**config.mk**
```make
export PLATFORM = sky130hd
export DESIGN_NAME = sprite_blitter
export DESIGN_NICKNAME = d
export VERILOG_FILES = /design/src/rtl/sprite_blitter_pkg.sv /design/src/rtl/sprite_blitter_pipe_delay.sv /design/src/rtl/sprite_blitter.sv
export SDC_FILE = /design/constraint.sdc
export NUM_CORES = 1
export LEC_CHECK = 0
export BUFFER_PORTS_ARGS = -buffer_cell sky130_fd_sc_hd__buf_2
export CELL_PAD_IN_SITES_DETAIL_PLACEMENT = 0
export CELL_PAD_IN_SITES_GLOBAL_PLACEMENT = 1
export CORE_MARGIN = 4
export CORE_UTILIZATION = 30
export DETAILED_ROUTE_END_ITERATION = 8
export PLACE_DENSITY_LB_ADDON = 0.05
export SETUP_SLACK_MARGIN = 0.02
export SLEW_MARGIN = 15
export SYNTH_ARGS = -nofsm -noshare
export SYNTH_HDL_FRONTEND = slang
export SYNTH_HIERARCHICAL = 1
export SYNTH_SLANG_ARGS = --single-unit
```
**constraint.sdc**
```tcl
create_clock -name clk -period 2.35 [get_ports clk]
set_clock_uncertainty 0.1 [all_clocks]
set_input_delay 0.235 -clock clk [delete_from_list [all_inputs] [get_ports clk]]
set_output_delay 0.235 -clock clk [all_outputs]
set_load 0.01 [all_outputs]
```
**src/rtl/sprite_blitter_pkg.sv**
```systemverilog
// Shared types for the sprite blitter: FSM encoding, colour type and default colour key.
package sprite_blitter_pkg;

    typedef enum logic [1:0] {
        ST_IDLE  = 2'd0,
        ST_SCAN  = 2'd1,
        ST_DRAIN = 2'd2,
        ST_DONE  = 2'd3
    } state_t;

    typedef logic [2:0] color_t;

    localparam color_t TRANSPARENT_DEFAULT = 3'b000;

endpackage

```
**src/rtl/sprite_blitter_pipe_delay.sv**
```systemverilog
// Fixed-depth shift register that keeps screen coordinates and flags aligned with ROM read data.
module pipe_delay #(
    parameter int WIDTH = 1,
    parameter int DEPTH = 1
) (
    input  logic             clk,
    input  logic             resetn,
    input  logic [WIDTH-1:0] din_i,
    output logic [WIDTH-1:0] dout_o
);

    logic [WIDTH-1:0] stage_q [DEPTH];

    always_ff @(posedge clk) begin
        if (!resetn) begin
            for (int i = 0; i < DEPTH; i++) begin
                stage_q[i] <= '0;
            end
        end else begin
            stage_q[0] <= din_i;
            for (int i = 1; i < DEPTH; i++) begin
                stage_q[i] <= stage_q[i-1];
            end
        end
    end

    assign dout_o = stage_q[DEPTH-1];

endmodule

```
**src/rtl/sprite_blitter.sv**
```systemverilog
// Raster-scans a sprite ROM and emits one VGA plot strobe per visible pixel,
// with run-time origin, horizontal mirroring, colour-key transparency and screen clipping.
module sprite_blitter
    import sprite_blitter_pkg::*;
#(
    parameter int     SCREEN_W       = 160,
    parameter int     SCREEN_H       = 120,
    parameter int     WIDTH_X        = 8,
    parameter int     WIDTH_Y        = 7,
    parameter int     SPRITE_W       = 10,
    parameter int     SPRITE_H       = 6,
    parameter int     SW_X           = 4,
    parameter int     SW_Y           = 3,
    parameter int     MEM_LATENCY    = 1,
    parameter int     TRANSPARENT_EN = 1,
    parameter color_t TRANSPARENT    = TRANSPARENT_DEFAULT
) (
    input  logic               clk,
    input  logic               resetn,
    input  logic               start,
    input  logic [WIDTH_X-1:0] org_x,
    input  logic [WIDTH_Y-1:0] org_y,
    input  logic               mirror,
    output logic [SW_X-1:0]    rom_x,
    output logic [SW_Y-1:0]    rom_y,
    input  logic [2:0]         rom_color,
    output logic [WIDTH_X-1:0] vga_x,
    output logic [WIDTH_Y-1:0] vga_y,
    output logic [2:0]         vga_color,
    output logic               vga_plot,
    output logic               busy,
    output logic               done
);

    localparam int XW = WIDTH_X + 1;
    localparam int YW = WIDTH_Y + 1;
    localparam int PW = WIDTH_X + WIDTH_Y + 2;
    localparam logic [SW_X-1:0] COL_LAST   = SW_X'(SPRITE_W - 1);
    localparam logic [SW_Y-1:0] ROW_LAST   = SW_Y'(SPRITE_H - 1);
    localparam logic [1:0]      DRAIN_LAST = 2'(MEM_LATENCY);

    function automatic logic is_transparent(input color_t c);
        return (TRANSPARENT_EN != 0) && (c == TRANSPARENT);
    endfunction

    state_t             state_q, state_d;
    logic [SW_X-1:0]    col_q, col_d;
    logic [SW_Y-1:0]    row_q, row_d;
    logic [WIDTH_X-1:0] org_x_q, org_x_d;
    logic [WIDTH_Y-1:0] org_y_q, org_y_d;
    logic               mirror_q, mirror_d;
    logic [1:0]         drain_q, drain_d;

    always_comb begin
        state_d  = state_q;
        col_d    = col_q;
        row_d    = row_q;
        org_x_d  = org_x_q;
        org_y_d  = org_y_q;
        mirror_d = mirror_q;
        drain_d  = drain_q;
        case (state_q)
            ST_IDLE: begin
                if (start) begin
                    state_d  = ST_SCAN;
                    col_d    = '0;
                    row_d    = '0;
                    org_x_d  = org_x;
                    org_y_d  = org_y;
                    mirror_d = mirror;
                end
            end
            ST_SCAN: begin
                if (col_q == COL_LAST) begin
                    col_d = '0;
                    if (row_q == ROW_LAST) begin
                        row_d   = '0;
                        drain_d = '0;
                        state_d = ST_DRAIN;
                    end else begin
                        row_d = row_q + 1'b1;
                    end
                end else begin
                    col_d = col_q + 1'b1;
                end
            end
            // Hold for the ROM latency plus the registered output stage.
            ST_DRAIN: begin
                if (drain_q == DRAIN_LAST) begin
                    state_d = ST_DONE;
                end else begin
                    drain_d = drain_q + 2'd1;
                end
            end
            ST_DONE: state_d = ST_IDLE;
            default: state_d = ST_IDLE;
        endcase
    end

    always_ff @(posedge clk) begin
        if (!resetn) begin
            state_q  <= ST_IDLE;
            col_q    <= '0;
            row_q    <= '0;
            org_x_q  <= '0;
            org_y_q  <= '0;
            mirror_q <= 1'b0;
            drain_q  <= '0;
        end else begin
            state_q  <= state_d;
            col_q    <= col_d;
            row_q    <= row_d;
            org_x_q  <= org_x_d;
            org_y_q  <= org_y_d;
            mirror_q <= mirror_d;
            drain_q  <= drain_d;
        end
    end

    assign busy  = (state_q == ST_SCAN) || (state_q == ST_DRAIN);
    assign done  = (state_q == ST_DONE);
    assign rom_y = row_q;
    assign rom_x = mirror_q ? (COL_LAST - col_q) : col_q;

    // Screen position tracks col, not rom_x, so mirroring only changes which texel lands there.
    logic [XW-1:0] sx;
    logic [YW-1:0] sy;
    logic          inb;
    logic [PW-1:0] pipe_in, pipe_out;

    assign sx      = {1'b0, org_x_q} + XW'(col_q);
    assign sy      = {1'b0, org_y_q} + YW'(row_q);
    assign inb     = (sx < XW'(SCREEN_W)) && (sy < YW'(SCREEN_H));
    assign pipe_in = {sx[WIDTH_X-1:0], sy[WIDTH_Y-1:0], inb, (state_q == ST_SCAN)};

    pipe_delay #(
        .WIDTH(PW),
        .DEPTH(MEM_LATENCY)
    ) u_delay (
        .clk   (clk),
        .resetn(resetn),
        .din_i (pipe_in),
        .dout_o(pipe_out)
    );

    logic [WIDTH_X-1:0] dl_x;
    logic [WIDTH_Y-1:0] dl_y;
    logic               dl_inb, dl_vld;

    assign {dl_x, dl_y, dl_inb, dl_vld} = pipe_out;

    logic               vga_plot_q, vga_plot_d;
    logic [WIDTH_X-1:0] vga_x_q;
    logic [WIDTH_Y-1:0] vga_y_q;
    logic [2:0]         vga_color_q;

    assign vga_plot_d = dl_vld && dl_inb && !is_transparent(rom_color);

    always_ff @(posedge clk) begin
        if (!resetn) begin
            vga_plot_q  <= 1'b0;
            vga_x_q     <= '0;
            vga_y_q     <= '0;
            vga_color_q <= '0;
        end else begin
            vga_plot_q  <= vga_plot_d;
            vga_x_q     <= dl_x;
            vga_y_q     <= dl_y;
            vga_color_q <= rom_color;
        end
    end

    assign vga_plot  = vga_plot_q;
    assign vga_x     = vga_x_q;
    assign vga_y     = vga_y_q;
    assign vga_color = vga_color_q;

endmodule

```
# == After elaboration in Yosys (flattened, before gate mapping) ==
# Memories as Yosys holds them, arrays and structs flattened.
# Cells that the tools add are included.
# Widths: inputs -> output; s select.
# totals
regBits,46
ramBits,17
inputBits,22
out_inout_bits,28
wordCells,67
memories,1
# op_classes
add_sub_neg,6
order_cmp,2
n_eq_ne,11
mux,21
reduce_logical,15
# mem_list
name,depth,word_bits,read_ports,rd_ports_with_merged_regs,write_ports,line,source
u_delay.stage_q,1,17,1,0,1,sprite_blitter_pipe_delay.sv:12,logic [WIDTH-1:0] stage_q [DEPTH];
# op_table
operator,count
$mux 17,1
$reduce_or 17->1,1
$mux 2,7
$mux 4,3
$ne 2x2->1 const B,5
$add 8x4->9,1
$lt 9x8->1 const B,1
$mux 3,3
$add 7x3->8,1
$lt 8x7->1 const B,1
$pmux 2 s4,1
$pmux 4 s2,1
$reduce_and 4->1,2
$pmux 3 s2,1
$add 4x1->4 const B,1
$eq 2x1->1 const B,2
$eq 2x2->1 const B,2
$eq 4x4->1 const B,1
$pmux 2 s2,1
$reduce_and 2->1,2
$reduce_bool 2->1,2
$sub 4x4->4 const A,1
$add 3x1->3 const B,1
$eq 3x3->1 const B,1
8 further kinds,12

# == Logic depth before layout (Yosys ltp) ==
# Gate-level depths: netlist (run 1).
# depth
depth_word,4
depth_mapped,7
mapped_depth_nobuf,7

# == Hierarchy ==
# The synthesis (run 1) kept the hierarchy.
# modules_own_cells
mod,instances,cells_each,area_each_um2,seq_area_each_um2
sprite_blitter,1,256,2214.6,920.9
pipe_delay,1,35,474.2,340.3

# == Least setup slack after synthesis (run 1) ==
# Ideal clock, no wire load.
# synth_timing
path_type,register to register
start,register col_q[0]
end,memory u_delay/stage_q[0][1] (netlist name)
setup_ps,116
t_arrival_ps,2077
required_ps,2134
slack_ps,57
path_stages_with_launch,8
path_buffers,0
period_less_slack_ps,2293
cell_sequence,dfxtp_1 ha_1 fa_1 a21o_1 or4_1 o221ai_1 a31oi_1 and2_2
# synth_between
elab_chain_len,4
# synth_lines
element,line,source
"start, declared",sprite_blitter.sv:47,"logic [SW_X-1:0] col_q, col_d;"
"start signal, assigned",sprite_blitter.sv:111,col_q <= col_d;
$add 8x4->9,sprite_blitter.sv:131,"assign sx = {1'b0, org_x_q} + XW'(col_q);"
$lt 9x8->1,sprite_blitter.sv:133,assign inb = (sx < XW'(SCREEN_W)) && (sy < YW'(SCREEN_H));
$logic_and 1x1->1,sprite_blitter.sv:133,
via inb,sprite_blitter.sv:128,logic inb;
$mux 17 (no source line),--,
"end, declared",sprite_blitter_pipe_delay.sv:12,
# The timed path passes the listed nets, and every way through them passes these cells.

# == Final worst setup path (run 1) ==
# Same ends and word-level chain as after synthesis.

==> results.py, run 1 <==
metrics = {
    "outcome": {
        "outcome": "completed",
    },
    "timing": {
        "finalWorstPathRequiredPeriod_ns": 2.23,
        "tightest_pin_transition_ns": 0.803,
        "fmaxAchievable_mhz": 449,
        "timing.final.crit_share_pct": 94.7,
        "max_slew_headroom_pct": 46.4,
        "worst_hold_slack_ns": 0.0203,
        "finalSetupViolations": 0,
        "finalHoldViolCount": 0,
        "final_max_slew_viol_count": 0,
        "grt_setup_unrepaired": "true",
        "timing.setup.tns_ns": 0,
    },
    "synthesis": {
        "yosys-top-cells-count": "sky130_fd_sc_hd__dfxtp_1 (63), sky130_fd_sc_hd__nand2_1 (43), sky130_fd_sc_hd__a21oi_1 (28), sky130_fd_sc_hd__and2_1 (25), sky130_fd_sc_hd__ha_1 (16)",
        "synth_simple_gate_area_share_pct": 23.3,
        "synth_compound_gate_area_share_pct": 12.0,
        "count_of_flip_flops_with_a_built_in_enable_after_synthesis": 0,
        "synthAdderAreaFrac_pct": 8.93,
        "post_synth_instance_area_sq_um": 2690,
        "ys_dominant_reg_cell": "sky130_fd_sc_hd__dfxtp_1",
        "yosys.area.top_type_share_pct": 46.9,
        "ys_types": 43,
        "post-synth-top-count-cell": "sky130_fd_sc_hd__dfxtp_1",
        "yosysWarnings": 6,
        "synth_seq_cells": 63,
        "seq_area_frac_synth_pct": 46.9,
        "asyncSetResetFlopFracSynth_pct": 0,
        "synth_xor_area_share_pct": 4.56,
        "syn-num-nets": 331,
        "synth.largest_area_cell": "sky130_fd_sc_hd__dfxtp_1",
        "synth_top_family_by_area": "simple AND/OR/NAND/NOR gates",
        "netlist_top_cells_area": "sky130_fd_sc_hd__dfxtp_1 (47%), sky130_fd_sc_hd__ha_1 (7.4%), sky130_fd_sc_hd__nand2_1 (6.0%)",
        "per_instance_average_area_after_synthesis_sq_um": 9.24,
        "multiplexer_area_fraction_after_synthesis_pct": 0.791,
        "synth_cells": 291,
    },
    "global_route": {
        "gr-usage-all-layers_pct": 11.7,
        "largest_net_degree_at_the_start_of_global_routing": 38,
        "antenna_found_initial": 0,
        "wire_length_of_the_first_global_routing_pass_um": 9450,
        "first_global_vias": 1965,
        "gr-total-overflow": 0,
    },
    "pwr": {
        "totalPowerFinal_uw": 2960,
        "max-vdd-ir-drop_uv": 356,
        "leakage_uw": 0.00142,
        "power_density_nw_per_um2": 909,
    },
    "drt": {
        "drt_iter0_drc": 57,
        "routedLengthMet1_um": 3010,
        "routed_via_density": 4.41,
        "route.met2.wl_um": 2350,
        "number_of_iterations_in_the_first_detailed_routing_pass": 4,
        "drc": 0,
        "post_drt_wl_per_cell_um": 12.6,
        "routed.top_layer": "met4",
        "wl_final_um": 5750,
        "wl_met3_um": 331,
        "antenna_left": 0,
        "vias": 2018,
    },
    "floorplan": {
        "die_x_um": 103,
        "boundaryPins": 50,
        "chipHeight_um": 103,
        "initial_core_utilization_pct": 30.8,
        "floorplan.rows": 34,
        "area_enclosed_by_the_die_boundary_sq_um": 10500,
        "core_area_sq_um": 8720,
    },
    "cells_and_area": {
        "design_area_sq_um": 3250,
        "final_nets": 385,
        "antennaDiodeCount": 0,
        "syn2layout_area_growth_pct": 20.9,
        "drive_above_1_share_pct": 25.4,
    },
    "critical_path": {
        "setup.worst_path.start_class": "flip-flop",
        "worst-r2r-cell-count": 7,
        "setup_slack_on_the_worst_flop_to_flop_path_ns": 0.12,
        "critical_path_arrival_ns": 2.35,
        "cp-end-kind": "flip-flop",
        "crit_type": "reg2reg",
        "crit_required_ns": 2.48,
        "worstReg2RegEnd": "u_delay/stage_q[0][1]",
        "worst_r2r_startpoint": "col_q[0]",
        "critical_path_maximum_fanout": 4,
    },
    "cts": {
        "cts_max_path_buffers": 2,
        "post_cts.repair.setup_buffers": 0,
        "tritoncts": "built",
        "cts_buffers": 9,
        "clkSlewWorstSetupHoldPaths_ns": 0.07,
        "cts_num_sinks": 63,
        "clk-insertion-delay-late_ns": 0.33,
        "htree_levels": 3,
        "ctsRootBufferMaster": "sky130_fd_sc_hd__clkbuf_8",
    },
    "min_path": {
        "worst_hold_startpoint": "rom_color[1]",
        "holdPathStages": 2,
        "hold_class": "in2reg",
        "worst_hold_path.endpoint": "vga_color[1]",
    },
    "place": {
        "port_buffers": 49,
        "globalplace.congestion": 0.759,
        "placedInstanceArea_sq_um": 3050,
        "post-dp-hpwl_um": 4140,
    },
    "job": {
        "drv.max_cap_violation_count": 0,
    },
}
[power by group]
part | total (uW) | leakage, uW | internal, uW | switching (uW)
combinational | 737 | 0.000809 | 309 | 427
sequential | 1310 | 0.000514 | 1210 | 102
clock | 911 | 0.0000960 | 486 | 425
[worst max-delay path by stage]
| stage | start | to | slack, ns | cells after the start |
|---|---|---|---|---|
| floorplan | col_q[0] | u_delay/stage_q[0][1] | 0.06 | 7 |
| global placement | col_q[0] | u_delay/stage_q[0][1] | 0.06 | 7 |
| detailed placement | col_q[0] | u_delay/stage_q[0][1] | 0.02 | 7 |
| CTS | col_q[0] | u_delay/stage_q[0][1] | 0.06 | 7 |
| global route | col_q[0] | u_delay/stage_q[0][1] | 0.005 | 7 |
| finish | col_q[0] | u_delay/stage_q[0][1] | 0.12 | 7 |
[through the flow]
step / util, % / std cells / setup slack, ns
after global routing: 37.3 / 458 / 0.00514
after global placement: 34.9 / 442 / 0.0550
after CTS: 37.2 / 458 / 0.0583
after floorplan: - / 291 / 0.0568
final: 37.3 / 458 / 0.124
after detailed placement: 34.9 / 442 / 0.0169
[area by class of cell]
| type | count | area [sq um] |
|---|---|---|
| timing repair buffer | 53 | 275 |
| multi-input combinational | 207 | 1350 |
| clock buffer | 10 | 128 |
| fill | 900 | 5470 |
| sequential | 63 | 1260 |
| inverter | 11 | 41.3 |
| clock inverter | 6 | 61.3 |
| tap | 108 | 135 |
[registers in the layout, indices dropped and copies added (netlist names)]
signal	count
state_q	2
col_q	4
vga_plot	1
vga_y	7
mirror_q	1
vga_x	8
org_x_q	8
drain_q	2
rom_y	3
u_delay/stage_q	17
vga_color	3
org_y_q	7
[kinds of logic (layout without fill, tap and decap cells)]
kind of cell | Yosys count | after routing
AO/OA/AOI/OAI | 54 | 54
XOR/XNOR | 14 | 14
adder cells (fa/ha/maj) | 18 | 18
buffers and inverters | 21 | 80
flip-flops | 63 | 63
multiplexers | 2 | 2
AND/OR/NAND/NOR | 119 | 119
[critical path, stage by stage (launching register included)]
cell and delay (ns):
sky130_fd_sc_hd__dfxtp_1 0.32, sky130_fd_sc_hd__ha_2 0.21, sky130_fd_sc_hd__fa_2 0.35, sky130_fd_sc_hd__a21o_1 0.20, sky130_fd_sc_hd__or4_1 0.54, sky130_fd_sc_hd__o221ai_2 0.15, sky130_fd_sc_hd__a31oi_1 0.05, sky130_fd_sc_hd__and2_2 0.19
[routing by layer]
metal  GRT usage [%]  up-vias
met1            15.3      888
met3            4.13        5
li1                -     1084
met5               0        -
met2            17.3       41
met4            5.05        0
[placed cells by master (no fill, tap or decap), types with 3 or more instances in the layout]
cell type	synthesis	routed
sky130_fd_sc_hd__inv_1	11	11
sky130_fd_sc_hd__and2_1	25	25
sky130_fd_sc_hd__and2_2	13	13
sky130_fd_sc_hd__nand2_1	43	43
sky130_fd_sc_hd__nand3_1	6	6
sky130_fd_sc_hd__buf_2	0	49
sky130_fd_sc_hd__or4_1	3	3
sky130_fd_sc_hd__o21ai_0	11	11
sky130_fd_sc_hd__buf_4	1	4
sky130_fd_sc_hd__clkbuf_8	0	9
sky130_fd_sc_hd__clkinv_2	0	3
sky130_fd_sc_hd__nor2_1	14	14
sky130_fd_sc_hd__xnor2_1	9	9
sky130_fd_sc_hd__ha_1	16	15
sky130_fd_sc_hd__xor2_1	5	5
sky130_fd_sc_hd__a21oi_1	28	28
sky130_fd_sc_hd__dfxtp_1	63	63
sky130_fd_sc_hd__a21o_1	3	3
[what timing repair did]
item / CTS / global route
pin swaps: 0 / 1
hold buffers: 0 / 0
endpoints found under the setup margin: 1 / 2
gates resized for setup: 2 / 2
(Power assumes the default switching activity.)
==> inputs of run 2 (changes only) <==
--- a/config.mk
+++ b/config.mk
@@ -5,13 +5,14 @@
 export SDC_FILE = /design/constraint.sdc
 export NUM_CORES = 1
 export LEC_CHECK = 0
+export ABC_AREA = 1
 export BUFFER_PORTS_ARGS = -buffer_cell sky130_fd_sc_hd__buf_2
 export CELL_PAD_IN_SITES_DETAIL_PLACEMENT = 0
 export CELL_PAD_IN_SITES_GLOBAL_PLACEMENT = 1
 export CORE_MARGIN = 4
 export CORE_UTILIZATION = 30
 export DETAILED_ROUTE_END_ITERATION = 8
-export PLACE_DENSITY_LB_ADDON = 0.05
+export PLACE_DENSITY_LB_ADDON = 0.1
 export SETUP_SLACK_MARGIN = 0.02
 export SLEW_MARGIN = 15
 export SYNTH_ARGS = -nofsm -noshare
==> results.py, run 2 <==
metrics = {
    "job": {
        "drv.max_cap_violation_count": 0,
    },
    "cells_and_area": {
        "layout.filler_cells": 958,
        "multi_input_area_sq_um": 1210,
        "registers.top_by_ff_count": "u_delay/stage_q",
        "antennaDiodeCount": 0,
        "layout_commonest_cell": "sky130_fd_sc_hd__nand2_1",
        "seq_area_sq_um": 1260,
        "stdcell_count": 524,
        "layout_common_cells": "sky130_fd_sc_hd__nand2_1 (81), sky130_fd_sc_hd__inv_1 (64), sky130_fd_sc_hd__dfxtp_1 (63)",
        "largest_register_ff_count": 17,
        "syn2layout_area_growth_pct": 22.3,
        "drive_above_1_share_pct": 19.5,
        "final_nets": 451,
    },
    "cts": {
        "cts_max_path_buffers": 2,
        "cts_num_sinks": 63,
        "ctsRootBufferMaster": "sky130_fd_sc_hd__clkbuf_8",
        "tritoncts": "built",
        "cts_buffers": 9,
        "htree_levels": 3,
        "clk-insertion-delay-late_ns": 0.34,
        "clkSlewWorstSetupHoldPaths_ns": 0.07,
    },
    "timing": {
        "final_max_slew_viol_count": 0,
        "finalSetupViolations": 0,
        "max_slew_headroom_pct": 75.9,
        "fmaxAchievable_mhz": 500,
        "finalWorstPathRequiredPeriod_ns": 2.00,
        "finalHoldViolCount": 0,
        "timing.setup.tns_ns": 0,
        "worst_hold_slack_ns": 0.0489,
        "tightest_pin_transition_ns": 0.359,
        "timing.final.crit_share_pct": 85.1,
        "grt_setup_unrepaired": "false",
    },
    "drt": {
        "antenna_left": 0,
        "drc": 0,
        "drt_iter0_drc": 52,
        "wl_final_um": 5910,
        "number_of_iterations_in_the_first_detailed_routing_pass": 4,
        "routed_via_density": 4.23,
        "vias": 2216,
        "post_drt_wl_per_cell_um": 11.3,
    },
    "global_route": {
        "antenna_found_initial": 0,
        "largest_net_degree_at_the_start_of_global_routing": 47,
        "gr-usage-all-layers_pct": 11.8,
        "gr-total-overflow": 0,
        "wire_length_of_the_first_global_routing_pass_um": 10300,
        "first_global_vias": 2220,
    },
    "critical_path": {
        "crit_required_ns": 2.49,
        "setup.worst_path.start_class": "flip-flop",
        "critical_path_maximum_fanout": 6,
        "crit_type": "reg2reg",
        "critical_path_arrival_ns": 2.14,
        "cp-end-kind": "flip-flop",
    },
    "synthesis": {
        "yosysWarnings": 6,
        "yosys-top-cells-count": "sky130_fd_sc_hd__nand2_1 (81), sky130_fd_sc_hd__inv_1 (64), sky130_fd_sc_hd__dfxtp_1 (63), sky130_fd_sc_hd__nor2_1 (32), sky130_fd_sc_hd__o21ai_0 (21)",
        "seq_area_frac_synth_pct": 45.4,
        "ys_types": 34,
        "post-synth-top-count-cell": "sky130_fd_sc_hd__nand2_1",
        "synth_cells": 356,
        "per_instance_average_area_after_synthesis_sq_um": 7.80,
        "post_synth_instance_area_sq_um": 2780,
        "synth_seq_cells": 63,
        "count_of_flip_flops_with_a_built_in_enable_after_synthesis": 0,
        "synth.largest_area_cell": "sky130_fd_sc_hd__dfxtp_1",
        "asyncSetResetFlopFracSynth_pct": 0,
        "syn-num-nets": 396,
        "ys_dominant_reg_cell": "sky130_fd_sc_hd__dfxtp_1",
        "netlist_top_cells_area": "sky130_fd_sc_hd__dfxtp_1 (45%), sky130_fd_sc_hd__nand2_1 (11%), sky130_fd_sc_hd__inv_1 (8.7%)",
        "yosys.area.top_type_share_pct": 45.4,
    },
    "floorplan": {
        "initial_core_utilization_pct": 31.4,
        "area_enclosed_by_the_die_boundary_sq_um": 10900,
        "core_area_sq_um": 8850,
        "chipHeight_um": 104,
        "floorplan.rows": 34,
        "boundaryPins": 50,
        "die_x_um": 104,
    },
    "outcome": {
        "outcome": "completed",
    },
    "place": {
        "post-dp-hpwl_um": 4280,
        "post-place-cells": 505,
        "port_buffers": 49,
        "globalplace.congestion": 0.788,
    },
    "pwr": {
        "power_density_nw_per_um2": 1020,
        "max-vdd-ir-drop_uv": 505,
        "leakage_uw": 0.00191,
    },
    "min_path": {
        "hold_class": "in2reg",
    },
}
run 2: stage by stage:
stage          util, %  worst slack [ns]  instance area, sq um  power, uW
2_1_floorplan        -             0.502                  2780       2080
3_3_place_gp      35.3             0.341                  3120       2330
3_5_place_dp      35.3             0.361                  3120       2340
4_1_cts           38.4             0.336                  3390       3530
5_1_grt           38.4             0.162                  3390       3730
6_report          38.4             0.351                  3390       3470
run 2: final timing paths:
check             slack [ns]               endpoint             startpoint  cells past startpoint
setup / recovery        0.35  u_delay/stage_q[0][1]               col_q[0]                     10
hold / removal          0.05               mirror_q                 mirror                      3
setup reg to reg        0.35  u_delay/stage_q[0][1]               col_q[0]                     10
hold reg to reg         0.31               vga_y[1]  u_delay/stage_q[0][3]                      2
run 2: where the power goes:
group          leakage, uW  switching [uW]  internal, uW
sequential        0.000516             144          1270
combinational      0.00127             546           338
clock             0.000122             437           730
total              0.00191            1130          2340
run 2: cells by family after synthesis:
group / Yosys count / synth area share [%]
flip-flops: 63 / 45.4
adder cells (fa/ha/maj): 18 / 8.66
multiplexers: 1 / 0.361
XOR/XNOR: 7 / 2.21
buffers and inverters: 76 / 11.1
AND/OR/NAND/NOR: 150 / 23.5
AO/OA/AOI/OAI: 41 / 8.75
run 2: final cells by class:
type,count,share of cell area [%]
sequential,63,37.2
multi-input combinational,217,35.5
timing repair buffer,53,8.70
inverter,67,7.41
clock buffer,10,4.05
tap,108,3.98
clock inverter,6,3.17
run 2: metal layers:
| layer | wire length [um] | part of all wire, % | up-vias | global-route usage (%) |
|---|---|---|---|---|
| li1 | - | - | 1204 | - |
| met1 | 2850 | 48 | 967 | 14.0 |
| met2 | 2760 | 47 | 42 | 19.4 |
| met3 | 259 | 4.4 | 3 | 4.53 |
| met4 | 46 | 0.78 | 0 | 3.99 |
| met5 | 0 | 0 | - | 0 |
run 2: what timing repair did:
item / 4_1_cts / 5_1_grt
buffers inserted: 0 / 0
endpoints found under the hold margin: 3 / 0
hold buffers: 3 / 0
gates resized for setup: 0 / 0
run 2: critical path: stages (launching register included):
cell and delay [ns]:
sky130_fd_sc_hd__dfxtp_1 0.37, sky130_fd_sc_hd__ha_1 0.28, sky130_fd_sc_hd__fa_1 0.42, sky130_fd_sc_hd__nand3_1 0.10, sky130_fd_sc_hd__nand2_1 0.10, sky130_fd_sc_hd__nand3_1 0.12, sky130_fd_sc_hd__nand2_1 0.08, sky130_fd_sc_hd__a21oi_1 0.18
sky130_fd_sc_hd__nor2_1 0.07, sky130_fd_sc_hd__nand2_1 0.06, sky130_fd_sc_hd__inv_1 0.04
==> inputs of run 3 (changes only) <==
--- a/config.mk
+++ b/config.mk
@@ -5,8 +5,9 @@
 export SDC_FILE = /design/constraint.sdc
 export NUM_CORES = 1
 export LEC_CHECK = 0
-export ABC_AREA = 1
+export ABC_AREA = 0
 export BUFFER_PORTS_ARGS = -buffer_cell sky130_fd_sc_hd__buf_2
+export CAP_MARGIN = 40
 export CELL_PAD_IN_SITES_DETAIL_PLACEMENT = 0
 export CELL_PAD_IN_SITES_GLOBAL_PLACEMENT = 1
 export CORE_MARGIN = 4
==> results.py, run 3 (synthesis results as in run 1) <==
metrics = {
    "outcome": {
        "outcome": "completed",
    },
    "cells_and_area": {
        "layout_common_cells": "sky130_fd_sc_hd__dfxtp_1 (63), sky130_fd_sc_hd__buf_2 (49), sky130_fd_sc_hd__nand2_1 (43)",
        "layout_commonest_cell": "sky130_fd_sc_hd__dfxtp_1",
        "drive_above_1_share_pct": 25.4,
        "antennaDiodeCount": 0,
        "layout.filler_cells": 930,
        "postLayoutCoreUtil_pct": 38.1,
        "registers.top_by_ff_count": "u_delay/stage_q",
        "final_nets": 386,
        "largest_register_ff_count": 17,
        "syn2layout_area_growth_pct": 23.7,
    },
    "cts": {
        "ctsRootBufferMaster": "sky130_fd_sc_hd__clkbuf_8",
        "cts_buffers": 9,
        "clk-insertion-delay-late_ns": 0.34,
        "htree_levels": 3,
        "cts_num_sinks": 63,
        "post_cts.repair.setup_buffers": 0,
        "tritoncts": "built",
        "cts_max_path_buffers": 2,
        "clkSlewWorstSetupHoldPaths_ns": 0.07,
    },
    "timing": {
        "timing.final.crit_share_pct": 96.8,
        "fmaxAchievable_mhz": 439,
        "worst_hold_slack_ns": 0.0277,
        "timing.setup.tns_ns": 0,
        "grt_setup_unrepaired": "true",
        "finalHoldViolCount": 0,
        "finalSetupViolations": 0,
        "tightest_pin_transition_ns": 0.782,
        "finalWorstPathRequiredPeriod_ns": 2.28,
        "final_max_slew_viol_count": 0,
        "max_slew_headroom_pct": 47.8,
    },
    "pwr": {
        "leakage_uw": 0.00145,
        "power_density_nw_per_um2": 970,
        "max-vdd-ir-drop_uv": 430,
    },
    "drt": {
        "wl_final_um": 5740,
        "routed_via_density": 4.48,
        "drc": 0,
        "antenna_left": 0,
        "routed.top_layer": "met4",
        "wl_met3_um": 334,
        "post_drt_wl_per_cell_um": 12.5,
        "drt_iter0_drc": 58,
        "routedLengthMet1_um": 2730,
        "vias": 2055,
        "route.met2.wl_um": 2550,
        "number_of_iterations_in_the_first_detailed_routing_pass": 4,
    },
    "critical_path": {
        "worstReg2RegEnd": "u_delay/stage_q[0][1]",
        "worst_path_max_delay_cell": "sky130_fd_sc_hd__or4_1",
        "cp-startpoint": "col_q[0]",
        "worst_r2r_startpoint": "col_q[0]",
        "crit_required_ns": 2.48,
        "cp-end-kind": "flip-flop",
        "setup.worst_path.start_class": "flip-flop",
        "worst-r2r-cell-count": 7,
        "crit_path_cell_trace": "ha_2 > fa_2 > a21o_1 > or4_1 > o221ai_2 > a31oi_1 > and2_2",
        "critical_path_arrival_ns": 2.40,
        "crit_type": "reg2reg",
        "setup_slack_on_the_worst_flop_to_flop_path_ns": 0.07,
        "setup.worst_path.end": "u_delay/stage_q[0][1]",
        "worst_path_largest_cell_delay_ns": 0.55,
        "critical_path_maximum_fanout": 4,
    },
    "job": {
        "drv.max_cap_violation_count": 0,
    },
    "global_route": {
        "wire_length_of_the_first_global_routing_pass_um": 9660,
        "antenna_found_initial": 0,
        "first_global_vias": 2031,
        "largest_net_degree_at_the_start_of_global_routing": 38,
        "gr-total-overflow": 0,
        "gr-usage-all-layers_pct": 12.0,
    },
    "floorplan": {
        "area_enclosed_by_the_die_boundary_sq_um": 10500,
        "chipHeight_um": 103,
        "core_area_sq_um": 8720,
        "initial_core_utilization_pct": 30.8,
        "boundaryPins": 50,
        "die_x_um": 103,
        "floorplan.rows": 34,
    },
    "place": {
        "post-dp-hpwl_um": 4100,
        "globalplace.congestion": 0.780,
        "port_buffers": 49,
    },
    "min_path": {
        "hold_class": "in2reg",
    },
}
[run 3: cell types whose count changed in the layout (fill, tap and decap cells not counted), sizes merged, moves of 3 or more]
cell,delta
and2,+37
inv,-52
nand2,-43
nand3,-12
xnor2,+9
nor2,-18
a21oi,+14
clkinv,-4
or4,+3
nand4,-4
o21ai,-12
a21o,+3
[run 3: how the worst min path moves through the flow]
stage                            from      endpoint  slack [ns]  depth (start not counted)
5_1_grt                      org_x[6]    org_x_q[6]        0.01                          3
3_5_place_dp   u_delay/stage_q[0][12]      vga_x[3]        0.31                          1
2_1_floorplan            rom_color[0]  vga_color[0]        0.26                          1
4_1_cts                  rom_color[0]  vga_color[0]       0.001                          2
6_report                 rom_color[1]  vga_color[1]        0.03                          2
3_3_place_gp   u_delay/stage_q[0][12]      vga_x[3]        0.31                          1
[run 3: per-stage QoR]
step | std cells | total power [uW] | setup slack (ns) | area (sq um)
CTS | 458 | 3280 | 0.0486 | 3300
finish | 459 | 3230 | 0.0742 | 3330
global placement | 441 | 2070 | 0.0590 | 3040
detailed placement | 441 | 2060 | 0.0116 | 3040
floorplan | 291 | 1830 | 0.0568 | 2690
global route | 459 | 3450 | 0.0211 | 3330
[run 3: critical path: cells and delay by family, from the launching register on]
kind,cells,cell delay [ns]
adder cells (fa/ha/maj),2,0.56
AO/OA/AOI/OAI,3,0.45
flip-flops,1,0.33
AND/OR/NAND/NOR,2,0.74
[run 3: final cells by class]
cell class,instances,area (sq um),area share (%)
multi-input combinational,207,1350,40.5
sequential,63,1260,37.9
timing repair buffer,54,288,8.65
clock buffer,10,138,4.14
tap,108,135,4.06
clock inverter,6,115,3.46
inverter,11,41.3,1.24
[run 3: what timing repair did]
item	4_1_cts	5_1_grt
setup endpoints to repair	1	3
resized for setup	1	3
hold buffers	1	1
pin swaps	0	1
endpoints found under the hold margin	1	1
[run 3: power breakdown]
part / internal [uW] / leakage (uW) / switching (uW)
Combinational: 304 / 0.000812 / 427
Clock: 741 / 0.000124 / 447
Sequential: 1210 / 0.000514 / 102
[run 3: metal layers]
metal / up-vias / global-route usage [%]
met2: 42 / 18.8
met3: 9 / 4.40
met4: 0 / 5.25
met1: 919 / 14.7
li1: 1085 / -
met5: - / 0
